===== config.mk =====
export PLATFORM = sky130hd
export DESIGN_NAME = alu_result_stage_flat
export DESIGN_NICKNAME = d
export VERILOG_FILES = /design/src/rtl/alu_result_stage_if.sv /design/src/rtl/alu_result_stage.sv /design/src/flat_wrapper.sv
export SDC_FILE = /design/constraint.sdc
export NUM_CORES = 1
export LEC_CHECK = 0
export ABC_AREA = 1
export ABC_CLOCK_PERIOD_IN_PS = 2950
export CORE_UTILIZATION = 47
export CTS_CLUSTER_DIAMETER = 60
export DETAILED_ROUTE_END_ITERATION = 8
export PLACE_DENSITY = 0.87
export SLEW_MARGIN = 20
export SYNTH_ARGS = -nofsm -noshare
export SYNTH_HDL_FRONTEND = slang
export SYNTH_SLANG_ARGS = --single-unit

===== constraint.sdc =====
create_clock -name clk -period 2.95 [get_ports clk]
set_input_delay 0.885 -clock clk [delete_from_list [all_inputs] [get_ports clk]]
set_output_delay 0.885 -clock clk [all_outputs]
set_load 0.1 [all_outputs]

===== src/rtl/alu_result_stage_if.sv =====
// Handshake and result bus for alu_result_stage: upstream push side, downstream pop side, status.
// slave is the stage's view, master is the view of whatever drives it.
interface alu_result_stage_if;
    logic        in_valid;
    logic        in_ready;
    logic [31:0] in_data;
    logic [3:0]  in_sel;
    logic        in_carry;
    logic        in_ovf;
    logic        out_valid;
    logic        out_ready;
    logic [31:0] out_data;
    logic [3:0]  out_sel;
    logic        out_zero;
    logic        out_neg;
    logic        out_carry;
    logic        out_ovf;
    logic        err_sel;
    logic [15:0] out_count;

    modport slave (
        input  in_valid, in_data, in_sel, in_carry, in_ovf, out_ready,
        output in_ready, out_valid, out_data, out_sel,
               out_zero, out_neg, out_carry, out_ovf, err_sel, out_count
    );

    modport master (
        output in_valid, in_data, in_sel, in_carry, in_ovf, out_ready,
        input  in_ready, out_valid, out_data, out_sel,
               out_zero, out_neg, out_carry, out_ovf, err_sel, out_count
    );
endinterface


===== src/rtl/alu_result_stage.sv =====
// 2-entry result FIFO behind the ALU output mux; flags are computed on push.
// Define ALU_RESULT_STATS_EN to build the saturating accepted-result counter on out_count.
module alu_result_stage (
    input  logic                 clk,
    input  logic                 reset,
    alu_result_stage_if.slave    bus
);
    typedef struct packed {
        logic [31:0] data;
        logic [3:0]  sel;
        logic        zero;
        logic        neg;
        logic        carry;
        logic        ovf;
    } entry_t;

    entry_t      mem_q [2];
    entry_t      last_q;
    entry_t      head;
    entry_t      new_entry;
    logic        wr_ptr_q, wr_ptr_d;
    logic        rd_ptr_q, rd_ptr_d;
    logic [1:0]  occ_q, occ_d;
    logic        err_q, err_d;
    logic        push, pop;

    assign bus.in_ready  = (occ_q != 2'd2);
    assign bus.out_valid = (occ_q != 2'd0);
    assign push          = bus.in_valid && bus.in_ready;
    assign pop           = bus.out_valid && bus.out_ready;

    // Carry/overflow only mean something for add (sel 0) and sub (sel 1).
    always_comb begin
        new_entry.data  = bus.in_data;
        new_entry.sel   = bus.in_sel;
        new_entry.zero  = (bus.in_data == 32'd0);
        new_entry.neg   = bus.in_data[31];
        new_entry.carry = (bus.in_sel[3:1] == 3'd0) ? bus.in_carry : 1'b0;
        new_entry.ovf   = (bus.in_sel[3:1] == 3'd0) ? bus.in_ovf   : 1'b0;
    end

    always_comb begin
        wr_ptr_d = wr_ptr_q;
        rd_ptr_d = rd_ptr_q;
        occ_d    = occ_q;
        err_d    = err_q;
        if (push) begin
            wr_ptr_d = ~wr_ptr_q;
            if (bus.in_sel > 4'd4) begin
                err_d = 1'b1;
            end
        end
        if (pop) begin
            rd_ptr_d = ~rd_ptr_q;
        end
        case ({push, pop})
            2'b10:   occ_d = occ_q + 2'd1;
            2'b01:   occ_d = occ_q - 2'd1;
            default: occ_d = occ_q;
        endcase
    end

    always_ff @(posedge clk) begin
        if (reset) begin
            wr_ptr_q <= 1'b0;
            rd_ptr_q <= 1'b0;
            occ_q    <= 2'd0;
            err_q    <= 1'b0;
            last_q   <= '0;
        end else begin
            wr_ptr_q <= wr_ptr_d;
            rd_ptr_q <= rd_ptr_d;
            occ_q    <= occ_d;
            err_q    <= err_d;
            if (pop) begin
                last_q <= head;
            end
        end
    end

    for (genvar gi = 0; gi < 2; gi++) begin : g_mem
        always_ff @(posedge clk) begin
            if (!reset && push && (wr_ptr_q == gi[0])) begin
                mem_q[gi] <= new_entry;
            end
        end
    end

    // When empty the outputs keep showing the most recently popped entry.
    assign head          = mem_q[rd_ptr_q];
    assign bus.out_data  = bus.out_valid ? head.data  : last_q.data;
    assign bus.out_sel   = bus.out_valid ? head.sel   : last_q.sel;
    assign bus.out_zero  = bus.out_valid ? head.zero  : last_q.zero;
    assign bus.out_neg   = bus.out_valid ? head.neg   : last_q.neg;
    assign bus.out_carry = bus.out_valid ? head.carry : last_q.carry;
    assign bus.out_ovf   = bus.out_valid ? head.ovf   : last_q.ovf;
    assign bus.err_sel   = err_q;

`ifdef ALU_RESULT_STATS_EN
    logic [15:0] cnt_q;

    always_ff @(posedge clk) begin
        if (reset) begin
            cnt_q <= 16'd0;
        end else if (push && (cnt_q != 16'hFFFF)) begin
            cnt_q <= cnt_q + 16'd1;
        end
    end

    assign bus.out_count = cnt_q;
`else
    assign bus.out_count = 16'd0;
`endif
endmodule


===== src/flat_wrapper.sv =====
// flat-port wrapper written by rule: the top's interface ports become plain ports
module alu_result_stage_flat 
  (clk, reset, bus_in_valid, bus_in_data, bus_in_sel, bus_in_carry, bus_in_ovf, bus_out_ready, bus_in_ready, bus_out_valid, bus_out_data, bus_out_sel, bus_out_zero, bus_out_neg, bus_out_carry, bus_out_ovf, bus_err_sel, bus_out_count);
  alu_result_stage_if bus_i ();
  input  logic clk;
  input  logic reset;
  input wire logic [$bits(bus_i.in_valid)-1:0] bus_in_valid;
  input wire logic [$bits(bus_i.in_data)-1:0] bus_in_data;
  input wire logic [$bits(bus_i.in_sel)-1:0] bus_in_sel;
  input wire logic [$bits(bus_i.in_carry)-1:0] bus_in_carry;
  input wire logic [$bits(bus_i.in_ovf)-1:0] bus_in_ovf;
  input wire logic [$bits(bus_i.out_ready)-1:0] bus_out_ready;
  output wire logic [$bits(bus_i.in_ready)-1:0] bus_in_ready;
  output wire logic [$bits(bus_i.out_valid)-1:0] bus_out_valid;
  output wire logic [$bits(bus_i.out_data)-1:0] bus_out_data;
  output wire logic [$bits(bus_i.out_sel)-1:0] bus_out_sel;
  output wire logic [$bits(bus_i.out_zero)-1:0] bus_out_zero;
  output wire logic [$bits(bus_i.out_neg)-1:0] bus_out_neg;
  output wire logic [$bits(bus_i.out_carry)-1:0] bus_out_carry;
  output wire logic [$bits(bus_i.out_ovf)-1:0] bus_out_ovf;
  output wire logic [$bits(bus_i.err_sel)-1:0] bus_err_sel;
  output wire logic [$bits(bus_i.out_count)-1:0] bus_out_count;
  assign bus_i.in_valid = bus_in_valid;
  assign bus_i.in_data = bus_in_data;
  assign bus_i.in_sel = bus_in_sel;
  assign bus_i.in_carry = bus_in_carry;
  assign bus_i.in_ovf = bus_in_ovf;
  assign bus_i.out_ready = bus_out_ready;
  assign bus_in_ready = bus_i.in_ready;
  assign bus_out_valid = bus_i.out_valid;
  assign bus_out_data = bus_i.out_data;
  assign bus_out_sel = bus_i.out_sel;
  assign bus_out_zero = bus_i.out_zero;
  assign bus_out_neg = bus_i.out_neg;
  assign bus_out_carry = bus_i.out_carry;
  assign bus_out_ovf = bus_i.out_ovf;
  assign bus_err_sel = bus_i.err_sel;
  assign bus_out_count = bus_i.out_count;
  alu_result_stage u_core (.clk(clk), .reset(reset), .bus(bus_i));
endmodule

==> reports/qor.csv, run 1 <==
stage;metric;value;unit
global_routing;grt_pass1_wl;18.4;mm
synthesis;synthDistinctLibCells;22;
cells_and_area;final_cell_mix;nand2_1, nor2_1, edfxtp_1;
sta;finalMaxSlewViolations;0;
sta;setup_ws;0.173;ns
setup_path;r2r-start;u_core.occ_q[0]$_SDFFE_PP0P_;
routing;wl_per_cell;13.9;um
routing;top_layer_used;met4;
clocking;clkTransAtPathRegs;0.06;ns
synthesis;syn_avg_cell_area;8.89;sq um
synthesis;ys_warn_count;0;
synthesis;ys_seq_elements;123;
floorplan;ios;101;
cells_and_area;nNetsFinal;718;
floorplan;fp.dieH;108;um
routing;wl_met2;6.03;mm
place;dp_cells;796;
place;dp_hpwl;7.28;mm
routing;drt-initial-drc-count;219;
global_routing;grt.overflow.total;0;
setup_path;arrival;1.89;ns
global_routing;antenna_found_initial;0;
worst_hold_path;hp-start;u_core.last_q[38]$_SDFFE_PP0P_;
floorplan;start_util;48.3;%
synthesis;syn_area;0.00526;sq mm
sta;holdWs;0.482;ns
routing;vias;4129;
routing;wl_met1;4.60;mm
setup_path;end_kind;output pin;
clocking;numClockSinks;123;
cells_and_area;drive_gt1_share;18.8;%
floorplan;rows;38;
sta;max_freq;0.360;GHz
outcome;outcome;completed;
cells_and_area;fill_cells;748;
place;gp_congestion;0.819;
sta;rsz0062_at_grt;false;
cells_and_area;diodes;0;
synthesis;synth_area_leaders;edfxtp_1, dfxtp_1, nand2_1;
setup_path;cp-start-kind;flip-flop;
clocking;htreeDepth;4;
setup_path;reg2reg_depth;8;
cells_and_area;final_common_cell;nand2_1;
clocking;insertion_delay;0.50;ns
place;io_buffers;84;
setup_path;cp.required;2.07;ns
synthesis;synth_area_leader_cell;edfxtp_1;
worst_hold_path;holdPathStages;2;
floorplan;core-area;0.0109;sq mm
clocking;cts-root-buf;clkbuf_8;
cells_and_area;syn2layout_area_growth;39.7;%
setup_path;path_class;flip-flop to output pin;
routing;drc_errors;0;
sta;hold_viol;0;
worst_hold_path;hp-class;flip-flop to flip-flop;
flow_run;cap_violations;0;
place;place_ws;0.512;ns
synthesis;yosysTopAreaCellShare;44.5;%
cells_and_area;final_cell_count_no_fill;828;
clocking;clockBufferDepth;2;
routing;routed-wl-met3;601;um
sta;final.period_utilization;94.1;%
clocking;tritoncts;built;
global_routing;grt_usage;21.0;%
synthesis;synthCells;592;
floorplan;dieArea;0.0116;sq mm
sta;min_period;2.78;ns
floorplan;die_x;108;um
routing;via_per_inst;4.99;
global_routing;grt_pass1_vias;4027;
sta;skew;0.00720;ns
synthesis;yosysSeqAreaShare;61.6;%
global_routing;grt_max_degree;81;
setup_path;critPathMaxFanout;29;
routing;ant_nets;0;
sta;finalSetupViolCount;0;
routing;wl;11.5;mm
routing;dr.pass1.iters;8;
clocking;cts_made_buffers;17;
[metal layers]
layer	vias up	track usage, %
met1	1896	24.0
met5	-	0
met4	0	12.9
met3	28	4.00
li1	2033	-
met2	172	36.3
[sequential cells by signal (all words and copies together), names as in the netlist, named ones only]
register            count
u_core.last_q          39
u_core.bus.err_sel      1
u_core.wr_ptr_q         1
u_core.rd_ptr_q         1
u_core.occ_q            2
u_core.mem_q           78
[cells in the mapped netlist]
cell,n
a21oi_1,2
buf_1,4
buf_2,13
buf_4,19
buf_6,3
clkbuf_1,6
clkbuf_2,1
conb_1,1
dfxtp_1,45
edfxtp_1,78
ha_1,1
inv_1,45
inv_2,1
nand2_1,174
nand3_1,3
nor2_1,112
nor2_4,1
nor2_8,1
o21ai_0,74
o21ai_1,6
or2_2,1
xor2_1,1
[stage by stage]
step	area, sq um	setup TNS (ns)	util [%]
finish	7350	0	67.5
global route	7350	0	67.5
CTS	7350	0	67.5
detailed placement	6730	0	61.8
global placement	6730	0	61.8
floorplan	5470	-0.0730	-
[cell type report]
class / count / area (sq um) / area share, %
Clock buffer: 17 / 414 / 5.63
Inverter: 46 / 173 / 2.35
Multi-Input combinational cell: 392 / 1780 / 24.2
Tap cell: 140 / 175 / 2.38
Timing Repair Buffer: 95 / 1370 / 18.6
Sequential cell: 123 / 3250 / 44.2
Clock inverter: 15 / 199 / 2.71
[worst max-delay path: stages, from the launching register on]
cell	delay (ns)
dfxtp_4	0.53
buf_4	0.27
o21ai_0	0.14
o21ai_1	0.23
buf_12	0.21
[final timing paths]
check / to / slack (ns)
worst min register to register: u_core.last_q[38]$_SDFFE_PP0P_ / 0.48
worst max register to register: u_core.occ_q[1]$_SDFFE_PP0P_ / 1.15
worst min-delay path: u_core.last_q[38]$_SDFFE_PP0P_ / 0.48
worst max-delay path: bus_out_data[0] / 0.17
[logic make-up after synthesis]
family / Yosys count / share of synthesized area, %
AOI/OAI and AO/OA: 82 / 7.80
xor gates and xnor gates: 1 / 0.166
adders and majority gates: 1 / 0.238
buffers and inverters: 92 / 8.68
DFF: 123 / 61.6
other: 1 / 0.0713
and+or+nand+nor: 292 / 21.4
[repair_timing]
item,CTS,global route
setup endpoints to repair,1,0
hold buffers,0,0
resized for setup,1,0
setup buffers,0,0
Power of run 1 is left out: the tool's default activity adds up to more than one toggle a clock period on the data nets, which glitch-free logic cannot reach.
==> run 2: changes to the inputs <==
--- a/config.mk
+++ b/config.mk
@@ -7,10 +7,10 @@
 export LEC_CHECK = 0
 export ABC_AREA = 1
 export ABC_CLOCK_PERIOD_IN_PS = 2950
-export CORE_UTILIZATION = 47
+export CORE_UTILIZATION = 40
 export CTS_CLUSTER_DIAMETER = 60
 export DETAILED_ROUTE_END_ITERATION = 8
-export PLACE_DENSITY = 0.87
+export PLACE_DENSITY = 0.78
 export SLEW_MARGIN = 20
 export SYNTH_ARGS = -nofsm -noshare
 export SYNTH_HDL_FRONTEND = slang
==> run 2 against run 1 <==
  * Via count shrank 3.4%
  * Final cell count increased by 3.7%
  * Count of clock-buffer cells in the layout up 1
  * Maximum frequency is 3.8% higher
  * Sequential share of layout area down 0.20 points
  * Global-route usage fell by 3.2 points
  * Register-to-register slack improved by 0.09 ns
  * Non-clock buffer count fell by 1
  * Largest cell class unchanged
==> reports/qor.csv, run 2 (synthesis gave the netlist of run 1 again) <==
stage;metric;value;unit;change
clocking;insertion_delay;0.40;ns;-0.10 ns
place;gp_congestion;0.768;;-6.3%
routing;via_per_inst;4.64;;-6.9%
floorplan;die_x;117;um;+8.2%
setup_path;r2r_slack;1.24;ns;+0.09 ns
worst_hold_path;hold_end;u_core.last_q[6]$_SDFFE_PP0P_;;
routing;vias;3987;;-3.4%
global_routing;grt_max_degree;52;;-36%
sta;finalMaxSlewViolations;0;;unchanged
routing;wl;11.4;mm;-0.75%
cells_and_area;reg.largest.list;u_core.mem_q (78), u_core.last_q (39), u_core.occ_q (2);;
clocking;postCtsHoldBufs;0;;unchanged
global_routing;grt_pass1_wl;17.9;mm;-2.3%
floorplan;ios;101;;unchanged
sta;holdWs;0.482;ns;+0.000655 ns
cells_and_area;top_register;u_core.mem_q;;
cells_and_area;final_cell_mix;nand2_1, nor2_1, edfxtp_1;;
setup_path;reg2reg_depth;8;;unchanged
worst_hold_path;holdPathStages;2;;unchanged
cells_and_area;drive_gt1_share;18.8;%;+0.027 points
sta;setup_ws;0.274;ns;+0.100 ns
global_routing;grt.overflow.total;0;;unchanged
clocking;clkTransAtPathRegs;0.06;ns;about the same
setup_path;path_class;flip-flop to output pin;;
place;io_buffers;84;;unchanged
routing;ant_nets;0;;unchanged
clocking;cts-root-buf;clkbuf_16;;
outcome;outcome;completed;;
setup_path;cp-start-kind;flip-flop;;
global_routing;antenna_found_initial;0;;unchanged
flow_run;cap_violations;0;;unchanged
setup_path;arrival;1.79;ns;-0.10 ns
clocking;clockBufferDepth;2;;unchanged
global_routing;grt_pass1_vias;3866;;-4.0%
setup_path;reg2reg_to;u_core.occ_q[1]$_SDFFE_PP0P_;;
worst_hold_path;hp-start;u_core.last_q[6]$_SDFFE_PP0P_;;
routing;dr.pass1.iters;4;;-4
place;place_ws;0.403;ns;-0.109 ns
sta;min_period;2.68;ns;-0.100 ns
cells_and_area;diodes;0;;unchanged
place;dp_cells;827;;+3.9%
clocking;numClockSinks;123;;unchanged
cells_and_area;nNetsFinal;717;;-0.14%
cells_and_area;largest_reg_flops;78;;unchanged
global_routing;grt_usage;17.8;%;-3.2 points
routing;drc_errors;0;;unchanged
sta;skew;0.0101;ns;+0.00294 ns
routing;wl_per_cell;13.3;um;-4.3%
setup_path;critPathMaxFanout;29;;unchanged
setup_path;r2r-start;u_core.occ_q[0]$_SDFFE_PP0P_;;
floorplan;core-area;0.0127;sq mm;+17%
floorplan;dieArea;0.0136;sq mm;+17%
sta;rsz0062_at_grt;false;;
sta;hold_viol;0;;unchanged
worst_hold_path;hp-class;flip-flop to flip-flop;;
cells_and_area;final_cell_count_no_fill;859;;+3.7%
routing;drt-initial-drc-count;254;;+16%
floorplan;rows;41;;+7.9%
floorplan;start_util;41.4;%;-7.0 points
cells_and_area;syn2layout_area_growth;40.3;%;
sta;max_freq;0.374;GHz;+3.8%
sta;finalSetupViolCount;0;;unchanged
sta;final.period_utilization;90.7;%;-3.4 points
place;dp_hpwl;7.68;mm;+5.5%
clocking;cts_made_buffers;17;;unchanged
cells_and_area;final_common_cell;nand2_1;;
clocking;tritoncts;built;;
setup_path;end_kind;output pin;;
clocking;htreeDepth;4;;unchanged
floorplan;fp.dieH;117;um;+8.2%
setup_path;cp.required;2.07;ns;about the same
[run 2: changes by cell type in the layout (fill, tap and decap cells not counted), sizes merged]
cell	before	now
clkinv	7	3
inv	47	51
buf	54	53
bufinv	4	3
clkbuf	17	18
[run 2: per-stage QoR]
step	area, sq um	util [%]	setup TNS (ns)
final	7380	58.0	0
after global routing	7380	58.0	0
after CTS	7380	58.0	0
after detailed placement	6770	53.2	0
after global placement	6770	53.2	0
after floorplan	5470	-	-0.0730
[run 2: repair_timing]
action / in CTS / in global routing
buffers inserted: 0 / 0
endpoints found under the hold margin: 0 / 0
setup endpoints to repair: 0 / 10
gates resized for setup: 0 / 1
[run 2: critical path: stages, from the launching register on]
cell     delay (ns)
dfxtp_1        0.37
nor2_4         0.16
buf_4          0.37
nand2_1        0.12
o21ai_2        0.14
buf_12         0.21
[run 2: metal layers]
metal / wire, um / GRT usage (%) / share of wire [%] / up-vias
li1: - / - / - / 2028
met1: 4520 / 19.7 / 40 / 1846
met2: 6170 / 32.4 / 54 / 100
met3: 557 / 4.41 / 4.9 / 13
met4: 183 / 7.76 / 1.6 / 0
met5: 0 / 0 / 0 / -
[run 2: cell type report]
cell class | count | area, sq um
clock buffers | 18 | 429
well taps | 172 | 215
clock inverters | 14 | 185
multi-input cells | 392 | 1780
fillers | 1052 | 5340
flip-flops and latches | 123 | 3250
inverters | 46 | 173
repair buffers | 94 | 1360
[run 2: worst max path at each step]
stage                                    end  cells past startpoint                    startpoint  slack [ns]
2_1_floorplan                bus_out_data[0]                      4                     flip-flop       -0.07
3_3_place_gp   u_core.mem_q[1][22]$_DFFE_PP_                      5                         reset        0.41
3_5_place_dp   u_core.mem_q[0][23]$_DFFE_PP_                      5                         reset        0.40
4_1_cts                     bus_out_data[17]                      4                     flip-flop        0.09
5_1_grt                     bus_out_data[11]                      4                     flip-flop        0.13
6_report                         bus_out_neg                      5  u_core.occ_q[0]$_SDFFE_PP0P_        0.27
Power of run 2 is left out for the same reason.
==> run 3: changes to the inputs <==
--- a/config.mk
+++ b/config.mk
@@ -7,6 +7,7 @@
 export LEC_CHECK = 0
 export ABC_AREA = 1
 export ABC_CLOCK_PERIOD_IN_PS = 2950
+export CORE_MARGIN = 2
 export CORE_UTILIZATION = 40
 export CTS_CLUSTER_DIAMETER = 60
 export DETAILED_ROUTE_END_ITERATION = 8
==> run 3 against run 2 <==
  * Sequential share of layout area increased by 0.29 points
  * Sequential cell count stayed put
  * Die area increased by 3.5%
  * Core utilization down 0.38 points
  * Routed wire length rose by 4.1%
  * Critical path depth shrank 1
  * Setup slack got worse by 0.0010 ns
  * Via count increased by 0.18%
  * Final cell count is the same
  * Cell area fell by 0.66%
  * Global-route usage down 0.38 points
  * Critical path type unchanged
  * Highest routed layer unchanged
==> reports/qor.csv, run 3 (synthesis gave the netlist of run 1 again) <==
stage;metric;value;unit;change
outcome;outcome;completed;;
floorplan;die_x;119;um;+1.7%
routing;ant_nets;0;;unchanged
setup_path;critPathMaxStageDelay;0.49;ns;+0.12 ns
cells_and_area;final_cell_mix;nand2_1, nor2_1, edfxtp_1;;
sta;min_period;2.68;ns;+0.00103 ns
setup_path;cp-start-kind;flip-flop;;
setup_path;cp_cell_sequence;buf_4, o21ai_0, o21ai_2, buf_12;;
floorplan;rows;41;;unchanged
setup_path;path_class;flip-flop to output pin;;
routing;vias;3994;;+0.18%
clocking;numClockSinks;123;;unchanged
routing;wl;11.9;mm;+4.1%
cells_and_area;drive_gt1_share;17.9;%;-0.87 points
cells_and_area;top_register;u_core.mem_q;;
cells_and_area;reg.largest.list;u_core.mem_q (78), u_core.last_q (39), u_core.occ_q (2);;
sta;finalSetupViolCount;0;;unchanged
clocking;insertion_delay;0.41;ns;about the same
cells_and_area;nNetsFinal;717;;unchanged
clocking;tritoncts;built;;
setup_path;arrival;1.79;ns;about the same
clocking;clkTransAtPathRegs;0.05;ns;about the same
sta;hold_viol;0;;unchanged
routing;dr.pass1.iters;5;;+1
place;gp_congestion;0.794;;+3.4%
floorplan;ios;101;;unchanged
routing;wl_per_cell;13.9;um;+4.1%
sta;holdWs;0.476;ns;-0.00624 ns
global_routing;grt_usage;17.4;%;-0.38 points
sta;final.period_utilization;90.8;%;about the same
clocking;cts_made_buffers;17;;unchanged
setup_path;critPathMaxFanout;26;;-10%
floorplan;core-area;0.0127;sq mm;unchanged
global_routing;grt_max_degree;81;;+56%
sta;rsz0062_at_grt;false;;
sta;max_freq;0.373;GHz;about the same
clocking;clockBufferDepth;2;;unchanged
clocking;htreeDepth;4;;unchanged
routing;drt-initial-drc-count;250;;-1.6%
sta;finalMaxSlewViolations;0;;unchanged
global_routing;grt.overflow.total;0;;unchanged
setup_path;end_kind;output pin;;
global_routing;grt_pass1_vias;3896;;+0.78%
setup_path;cp.required;2.07;ns;about the same
clocking;cts-root-buf;clkbuf_16;;
global_routing;grt_pass1_wl;19.2;mm;+7.3%
flow_run;cap_violations;0;;unchanged
cells_and_area;largest_reg_flops;78;;unchanged
sta;skew;0.00825;ns;-0.00189 ns
global_routing;antenna_found_initial;0;;unchanged
floorplan;fp.dieH;119;um;+1.7%
cells_and_area;final_common_cell;nand2_1;;
setup_path;r2r_slack;1.28;ns;+0.04 ns
routing;drc_errors;0;;unchanged
place;dp_hpwl;7.81;mm;+1.6%
cells_and_area;syn2layout_area_growth;39.4;%;
worst_hold_path;hp-class;flip-flop to flip-flop;;
cells_and_area;diodes;0;;unchanged
floorplan;start_util;41.4;%;unchanged
place;io_buffers;84;;unchanged
sta;tns;0;ns;unchanged
floorplan;dieArea;0.0141;sq mm;+3.5%
setup_path;worst_path_max_delay_cell;dfxtp_4;;
routing;via_per_inst;4.65;;+0.18%
[run 3: changes by cell type in the layout (fill, tap and decap cells not counted), sizes merged]
cell      before  now
inv           51   46
clkbuf        18   22
clkinv         3    7
clkinvlp       3    1
bufinv         3    2
[run 3: worst paths after layout]
check        cells after the start                            start                         endpoint
max reg2reg                      7     u_core.occ_q[0]$_SDFFE_PP0P_     u_core.occ_q[1]$_SDFFE_PP0P_
max                              4                        flip-flop                 bus_out_data[27]
min                              2  u_core.bus.err_sel$_SDFFE_PP0P_  u_core.bus.err_sel$_SDFFE_PP0P_
min reg2reg                      2  u_core.bus.err_sel$_SDFFE_PP0P_  u_core.bus.err_sel$_SDFFE_PP0P_
[run 3: layout make-up]
type,instances,area [sq um]
inverter,46,173
fill,1068,5390
timing repair buffer,94,1370
multi-input combinational,392,1780
sequential,123,3250
tap,172,215
clock buffer,22,454
clock inverter,10,98.8
[run 3: per-stage QoR]
step	setup WS, ns	std cells	utilization (%)	area [sq um]
after floorplan	-0.0730	607	-	5470
after global placement	0.622	827	53.3	6780
after detailed placement	0.547	827	53.3	6780
after CTS	0.120	859	57.6	7330
after global routing	0.150	859	57.7	7330
final	0.273	859	57.7	7330
[run 3: repair_timing]
item / 4_1_cts / 5_1_grt
setup endpoints to repair: 0 / 2
hold buffers: 0 / 0
setup buffers: 0 / 0
gates resized for setup: 0 / 1
[run 3: critical path: cells and delay by family (launching register included)]
kind	cells	cell delay (ns)
buf+inv	2	0.48
flops	1	0.49
compound gates	2	0.42
[run 3: metal layers]
metal	track usage [%]	vias to the layer above	wire length, um	part of all wire (%)
met5	0	-	0	0
met4	6.92	0	208	1.7
met3	3.72	14	394	3.3
met2	31.0	96	6370	53
met1	20.4	1852	4940	41
li1	-	2032	-	-
Power of run 3 is left out for the same reason.
